## src/rtl/ex_stage.sv

```systemverilog
// Two-stage execute pipeline: S1 holds operands for the core ALU, S2 holds the result for writeback.
// Valid/ready on both sides, with optional forwarding from the in-flight S1/S2 results.

module ex_alu (
    input  logic [3:0]  op,
    input  logic [31:0] a,
    input  logic [31:0] b,
    output logic [31:0] y
);

    // Combinational core ALU. Compares are unsigned and produce 0 or 1.
    always_comb begin
        y = 32'd0;
        case (op)
            4'd0:    y = a + b;
            4'd1:    y = a - b;
            4'd2:    y = a & b;
            4'd3:    y = a | b;
            4'd4:    y = a ^ b;
            4'd5:    y = {31'd0, (a < b)};
            4'd6:    y = {31'd0, (a > b)};
            default: y = 32'd0;
        endcase
    end

endmodule

module ex_stage #(
    parameter int FWD_EN = 1
) (
    input  logic        clk,
    input  logic        rst_n,

    input  logic        in_valid,
    output logic        in_ready,
    input  logic [3:0]  in_op,
    input  logic [4:0]  in_rs1,
    input  logic [4:0]  in_rs2,
    input  logic [31:0] in_rs1_val,
    input  logic [31:0] in_rs2_val,
    input  logic [31:0] in_imm,
    input  logic        in_use_imm,
    input  logic [4:0]  in_rd,

    output logic        out_valid,
    input  logic        out_ready,
    output logic [4:0]  out_rd,
    output logic [31:0] out_result,
    output logic        out_illegal
);

    logic        s1_valid;
    logic [3:0]  s1_op;
    logic [31:0] s1_num1;
    logic [31:0] s1_num2;
    logic [4:0]  s1_rd;
    logic        s1_illegal;

    logic        s2_valid;
    logic [31:0] s2_result;
    logic [4:0]  s2_rd;
    logic        s2_illegal;

    logic        s2_adv;
    logic        accept;
    logic [31:0] alu_y;
    logic [31:0] s1_result;

    logic        fwd_on;
    logic        rs1_hit_s1;
    logic        rs1_hit_s2;
    logic        rs2_hit_s1;
    logic        rs2_hit_s2;
    logic [31:0] rs1_fwd;
    logic [31:0] rs2_fwd;
    logic [31:0] num1_next;
    logic [31:0] num2_next;

    assign s2_adv   = !s2_valid || out_ready;
    assign in_ready = !s1_valid || s2_adv;
    assign accept   = in_valid && in_ready;

    ex_alu u_alu (
        .op (s1_op),
        .a  (s1_num1),
        .b  (s1_num2),
        .y  (alu_y)
    );

    // Illegal ops yield zero both at writeback and when forwarded to a consumer.
    assign s1_result = s1_illegal ? 32'd0 : alu_y;

    assign fwd_on     = (FWD_EN != 0);
    assign rs1_hit_s1 = fwd_on && s1_valid && (s1_rd != 5'd0) && (s1_rd == in_rs1);
    assign rs1_hit_s2 = fwd_on && s2_valid && (s2_rd != 5'd0) && (s2_rd == in_rs1);
    assign rs2_hit_s1 = fwd_on && s1_valid && (s1_rd != 5'd0) && (s1_rd == in_rs2);
    assign rs2_hit_s2 = fwd_on && s2_valid && (s2_rd != 5'd0) && (s2_rd == in_rs2);

    // The youngest producer (S1) wins over the older one in S2.
    always_comb begin
        rs1_fwd = in_rs1_val;
        if (rs1_hit_s1) begin
            rs1_fwd = s1_result;
        end else if (rs1_hit_s2) begin
            rs1_fwd = s2_result;
        end

        rs2_fwd = in_rs2_val;
        if (rs2_hit_s1) begin
            rs2_fwd = s1_result;
        end else if (rs2_hit_s2) begin
            rs2_fwd = s2_result;
        end
    end

    assign num1_next = rs1_fwd;
    assign num2_next = in_use_imm ? in_imm : rs2_fwd;

    always_ff @(posedge clk) begin
        if (!rst_n) begin
            s1_valid   <= 1'b0;
            s1_op      <= 4'd0;
            s1_num1    <= 32'd0;
            s1_num2    <= 32'd0;
            s1_rd      <= 5'd0;
            s1_illegal <= 1'b0;
        end else if (accept) begin
            s1_valid   <= 1'b1;
            s1_op      <= in_op;
            s1_num1    <= num1_next;
            s1_num2    <= num2_next;
            s1_rd      <= in_rd;
            s1_illegal <= (in_op > 4'd6);
        end else if (s1_valid && s2_adv) begin
            s1_valid   <= 1'b0;
        end
    end

    // S2 only changes when it is empty or its result is being taken this cycle.
    always_ff @(posedge clk) begin
        if (!rst_n) begin
            s2_valid   <= 1'b0;
            s2_result  <= 32'd0;
            s2_rd      <= 5'd0;
            s2_illegal <= 1'b0;
        end else if (s2_adv) begin
            s2_valid <= s1_valid;
            if (s1_valid) begin
                s2_result  <= s1_result;
                s2_rd      <= s1_rd;
                s2_illegal <= s1_illegal;
            end
        end
    end

    assign out_valid   = s2_valid;
    assign out_rd      = s2_rd;
    assign out_result  = s2_result;
    assign out_illegal = s2_illegal;

endmodule

```

## config.mk

```make
export PLATFORM = sky130hd
export DESIGN_NAME = ex_stage
export DESIGN_NICKNAME = d
export VERILOG_FILES = /design/src/rtl/ex_stage.sv
export SDC_FILE = /design/constraint.sdc
export NUM_CORES = 1
export LEC_CHECK = 0
export BUFFER_PORTS_ARGS = -buffer_cell sky130_fd_sc_hd__buf_2
export CORE_MARGIN = 1.5
export CORE_UTILIZATION = 25
export CTS_BUF_LIST = sky130_fd_sc_hd__clkbuf_4 sky130_fd_sc_hd__clkbuf_8 sky130_fd_sc_hd__clkbuf_16
export CTS_CLUSTER_SIZE = 24
export DETAILED_ROUTE_END_ITERATION = 8
export MAX_ROUTING_LAYER = met4
export SLEW_MARGIN = 20
export SYNTH_ARGS = -nofsm -noshare
export SYNTH_HDL_FRONTEND = slang
export SYNTH_SLANG_ARGS = --single-unit
```

## constraint.sdc

```tcl
create_clock -name clk -period 5.4 [get_ports clk]
set_input_delay 0.54 -clock clk [delete_from_list [all_inputs] [get_ports clk]]
set_output_delay 0.54 -clock clk [all_outputs]
set_load 0.02 [all_outputs]
```

==> impl_metrics.csv <==
group,metric,value,unit
yosys,yosysUniqueCellTypes,90,
setup_path,cp-start-kind,"register",
setup_path,crit_start,"s1_num1[5]",
yosys,ys_warn_count,0,
route,wl,46870,um
placement,dp_hpwl,35650,um
placement,gp_congestion,0.9857,
grt,grt_pass1_vias,11941,
route,route.detailed.vias_per_inst,5.556,
sta,slew_violations,0,
setup_path,crit_path_end,"s1_num1[30]",
power_and_ir_drop,pwr_density_cell,244.0,nW/um^2
yosys,yosysSeqAreaShare,0.2037,
yosys,ys_seq_elements,114,
floorplan,dieArea,46090,sq um
worst_hold_path,hold_class,"in -> reg",
grt,grt_pass1_wl,72080,um
floorplan,rows,77,
setup_path,arrival,4.15,ns
yosys,async_reset_ff_frac,0,
final_layout,n_antenna_cell,0,
yosys,ys.flop_type,"dfxtp_1",
cts,cts_sinks,114,
sta,finalSetupTns,0,ns
floorplan,die_h,214.7,um
power_and_ir_drop,p_leak,5.214,nW
job,max_cap_viol_count,0,
sta,hold_viol,0,
cts,ctsResizeCount,0,
yosys,synth.avg_cell_area,7.399,sq um
yosys,synth_edf_count,0,
setup_path,required,5.68,ns
cts,clk_latency,0.44,ns
power_and_ir_drop,vdd_drop_max,0.2421,mV
yosys,syn_nets,1749,
floorplan,die_w,214.7,um
sta,slew_headroom,0.2636,
grt,grt_usage,0.2060,
route,first_iter_violations,1157,
route,drc,0,
grt,grt-ovfl-total,0,
floorplan,coreArea,44220,sq um
route,post_drt_wl_per_cell,21.12,um
yosys,syn_area,11200,sq um
cts,clock_path_buffers,2,
status,status,"finished, final reports clean",
sta,fmax,0.2584,GHz
cts,tritoncts,"done",
grt,grt_max_degree,53,
final_layout,post-route-util,0.2975,
final_layout,synthToLayoutAreaGrowth,17.46,%
sta,grt_setup_unrepaired,"false",
floorplan,ios,160,
cts,clock-root-buffer,"clkbuf_16",
placement,dp_cells,2187,
placement,portBuffers,159,
power_and_ir_drop,p_total,3.211,mW
yosys,synth_cells,1514,
sta,tightest_slew,1.103,ns
final_layout,nFillCells,4792,
cts,cts_made_buffers,17,
grt,antenna_found_initial,0,
setup_path,r2r_slack,1.53,ns
route,dr_total_vias,12329,
setup_path,reg2reg_to,"s1_num1[30]",
setup_path,r2r_start,"s1_num1[5]",
sta,fin_crit,3.870,ns
floorplan,start_util,0.2533,
cts,cts.clk_slew.worst_paths,0.06,ns
sta,fin_crit_sh,0.7166,
setup_path,crit_fanout,13,
setup_path,endpoint_kind,"register",
route,first_pass_iters,6,
final_layout,finalNonFillerCells,2219,
cts,cts_setup_buffers,0,
cts,cts_hold_buf,0,
setup_path,ff2ff_path_depth,12,
sta,finalSetupViolCount,0,
setup_path,critical_path_class,"reg -> reg",
route,ant_nets,0,
final_layout,drive_gt1_frac,0.1610,
final_layout,nets,1849,
sta,skew,0.009352,ns
cts,htree_levels,4,
## critical path, cell delays in order, from the launching register on
cell and delay [ns]:
dfxtp_1 0.41, inv_1 0.06, ha_1 0.58, o211ai_1 0.18, o211ai_2 0.30, a41o_1 0.27
o211ai_1 0.16, a31oi_1 0.36, o2bb2ai_1 0.25, a41oi_1 0.19, mux2i_1 0.17, o21ai_0 0.55
o21ai_0 0.21
## layer usage
metal / global-route usage / vias to the layer above / part of all wire
li1: - / 5708 / -
met1: 0.2681 / 5995 / 0.45
met2: 0.3254 / 527 / 0.46
met3: 0.02411 / 99 / 0.059
met4: 0.07911 / 0 / 0.034
met5: - / - / 0
## synth_stat cells, drive strengths merged (4+ instances only)
cell type / number / share of area
nor2: 97 / 0.033
a221oi: 9 / 0.0076
a21oi: 142 / 0.064
a31oi: 17 / 0.0095
nor3: 28 / 0.013
dfxtp: 114 / 0.20
o21bai: 16 / 0.012
nand4: 8 / 0.0050
nor4: 20 / 0.011
a221o: 8 / 0.0071
or2: 6 / 0.0034
or4: 7 / 0.0047
nand3: 35 / 0.016
o221ai: 20 / 0.016
o211ai: 33 / 0.024
or3: 30 / 0.017
a22o: 4 / 0.0031
inv: 96 / 0.032
a2111oi: 5 / 0.0074
o22ai: 4 / 0.0022
a21o: 12 / 0.0080
o21a: 7 / 0.0047
o31ai: 12 / 0.0089
and2: 14 / 0.0078
o21ai: 108 / 0.049
xor2: 5 / 0.0039
nor3b: 5 / 0.0034
a32o: 7 / 0.0063
nor2b: 10 / 0.0063
clkbuf: 80 / 0.027
buf: 23 / 0.011
o211a: 4 / 0.0036
mux2i: 65 / 0.058
a211oi: 22 / 0.017
nand2: 191 / 0.064
nand2b: 9 / 0.0050
a21boi: 32 / 0.022
a311oi: 6 / 0.0052
xnor2: 17 / 0.013
o2111ai: 19 / 0.015
a22oi: 5 / 0.0034
and3: 8 / 0.0045
ha: 113 / 0.13
nand3b: 4 / 0.0027
## through the flow
step           hold WS (ns)  cell area [sq um]  worst slack (ns)
3_3_place_gp         0.4525              12540             1.608
5_1_grt              0.3526              13160             1.232
4_1_cts              0.3301              13160             1.550
3_5_place_dp         0.4619              12540             1.570
6_report             0.3508              13160             1.530
2_1_floorplan        0.4615              11200             2.362
## kinds of logic after synthesis
| logic type | count (synthesis) | synth area share |
|---|---|---|
| compound gates | 518 | 0.3179 |
| xor+xnor | 22 | 0.01720 |
| fa+ha+maj | 115 | 0.1298 |
| buf+inv | 200 | 0.07037 |
| flops | 114 | 0.2037 |
| mux | 68 | 0.06143 |
| simple gates | 477 | 0.1996 |
## power by group
part	switching, mW	internal, mW	leakage [nW]	total (mW)
clock	0.439	0.775	0.303	1.21
sequential	0.0698	0.893	0.937	0.963
combinational	0.686	0.348	3.97	1.03
## flip-flops by register name, indices dropped and copies added, names as in the netlist
signal	flops
s1_illegal	1
out_valid	1
s1_op	4
s1_num1	32
s1_valid	1
out_result	32
out_illegal	1
s1_rd	5
s1_num2	32
out_rd	5
## how the worst min path moves through the flow
stage                startpoint           to  slack [ns]  cells after the start
floorplan            s1_num1[0]   s1_num1[0]        0.46                      2
CTS                    in_rd[4]     s1_rd[4]        0.33                      3
detailed placement  out_illegal  out_illegal        0.46                      2
global route           in_rd[3]     s1_rd[3]        0.35                      3
global placement    out_illegal  out_illegal        0.45                      2
finish                 in_rd[4]     s1_rd[4]        0.35                      3
## layout make-up
class	instances	area, sq um	share of cell area
flip-flops and latches	114	2282	0.1735
repair buffers	184	983.4	0.07474
multi-input cells	1200	8169	0.6209
well taps	592	740.7	0.05630
clock inverters	9	128.9	0.009795
clock buffers	23	489.2	0.03718
inverters	97	364.1	0.02767
## cell usage in the layout (no fill, tap or decap), types with 17 or more instances in the layout
cell       synthesis  layout
or3_1             30      30
nor2_1            97      97
ha_1             113     113
mux2i_1           65      65
o21ai_0           98      98
buf_4              2      25
clkbuf_16          0      17
xnor2_1           17      17
a211oi_1          18      18
o2111ai_1         19      19
inv_1             95      95
a21boi_0          29      29
dfxtp_1          114     114
nand2_1          191     191
buf_2             18     159
o211ai_1          30      30
a31oi_1           17      17
o221ai_1          20      20
nor3_1            27      25
nand3_1           35      35
a21oi_1          140     140
(Power assumes the default switching activity.)
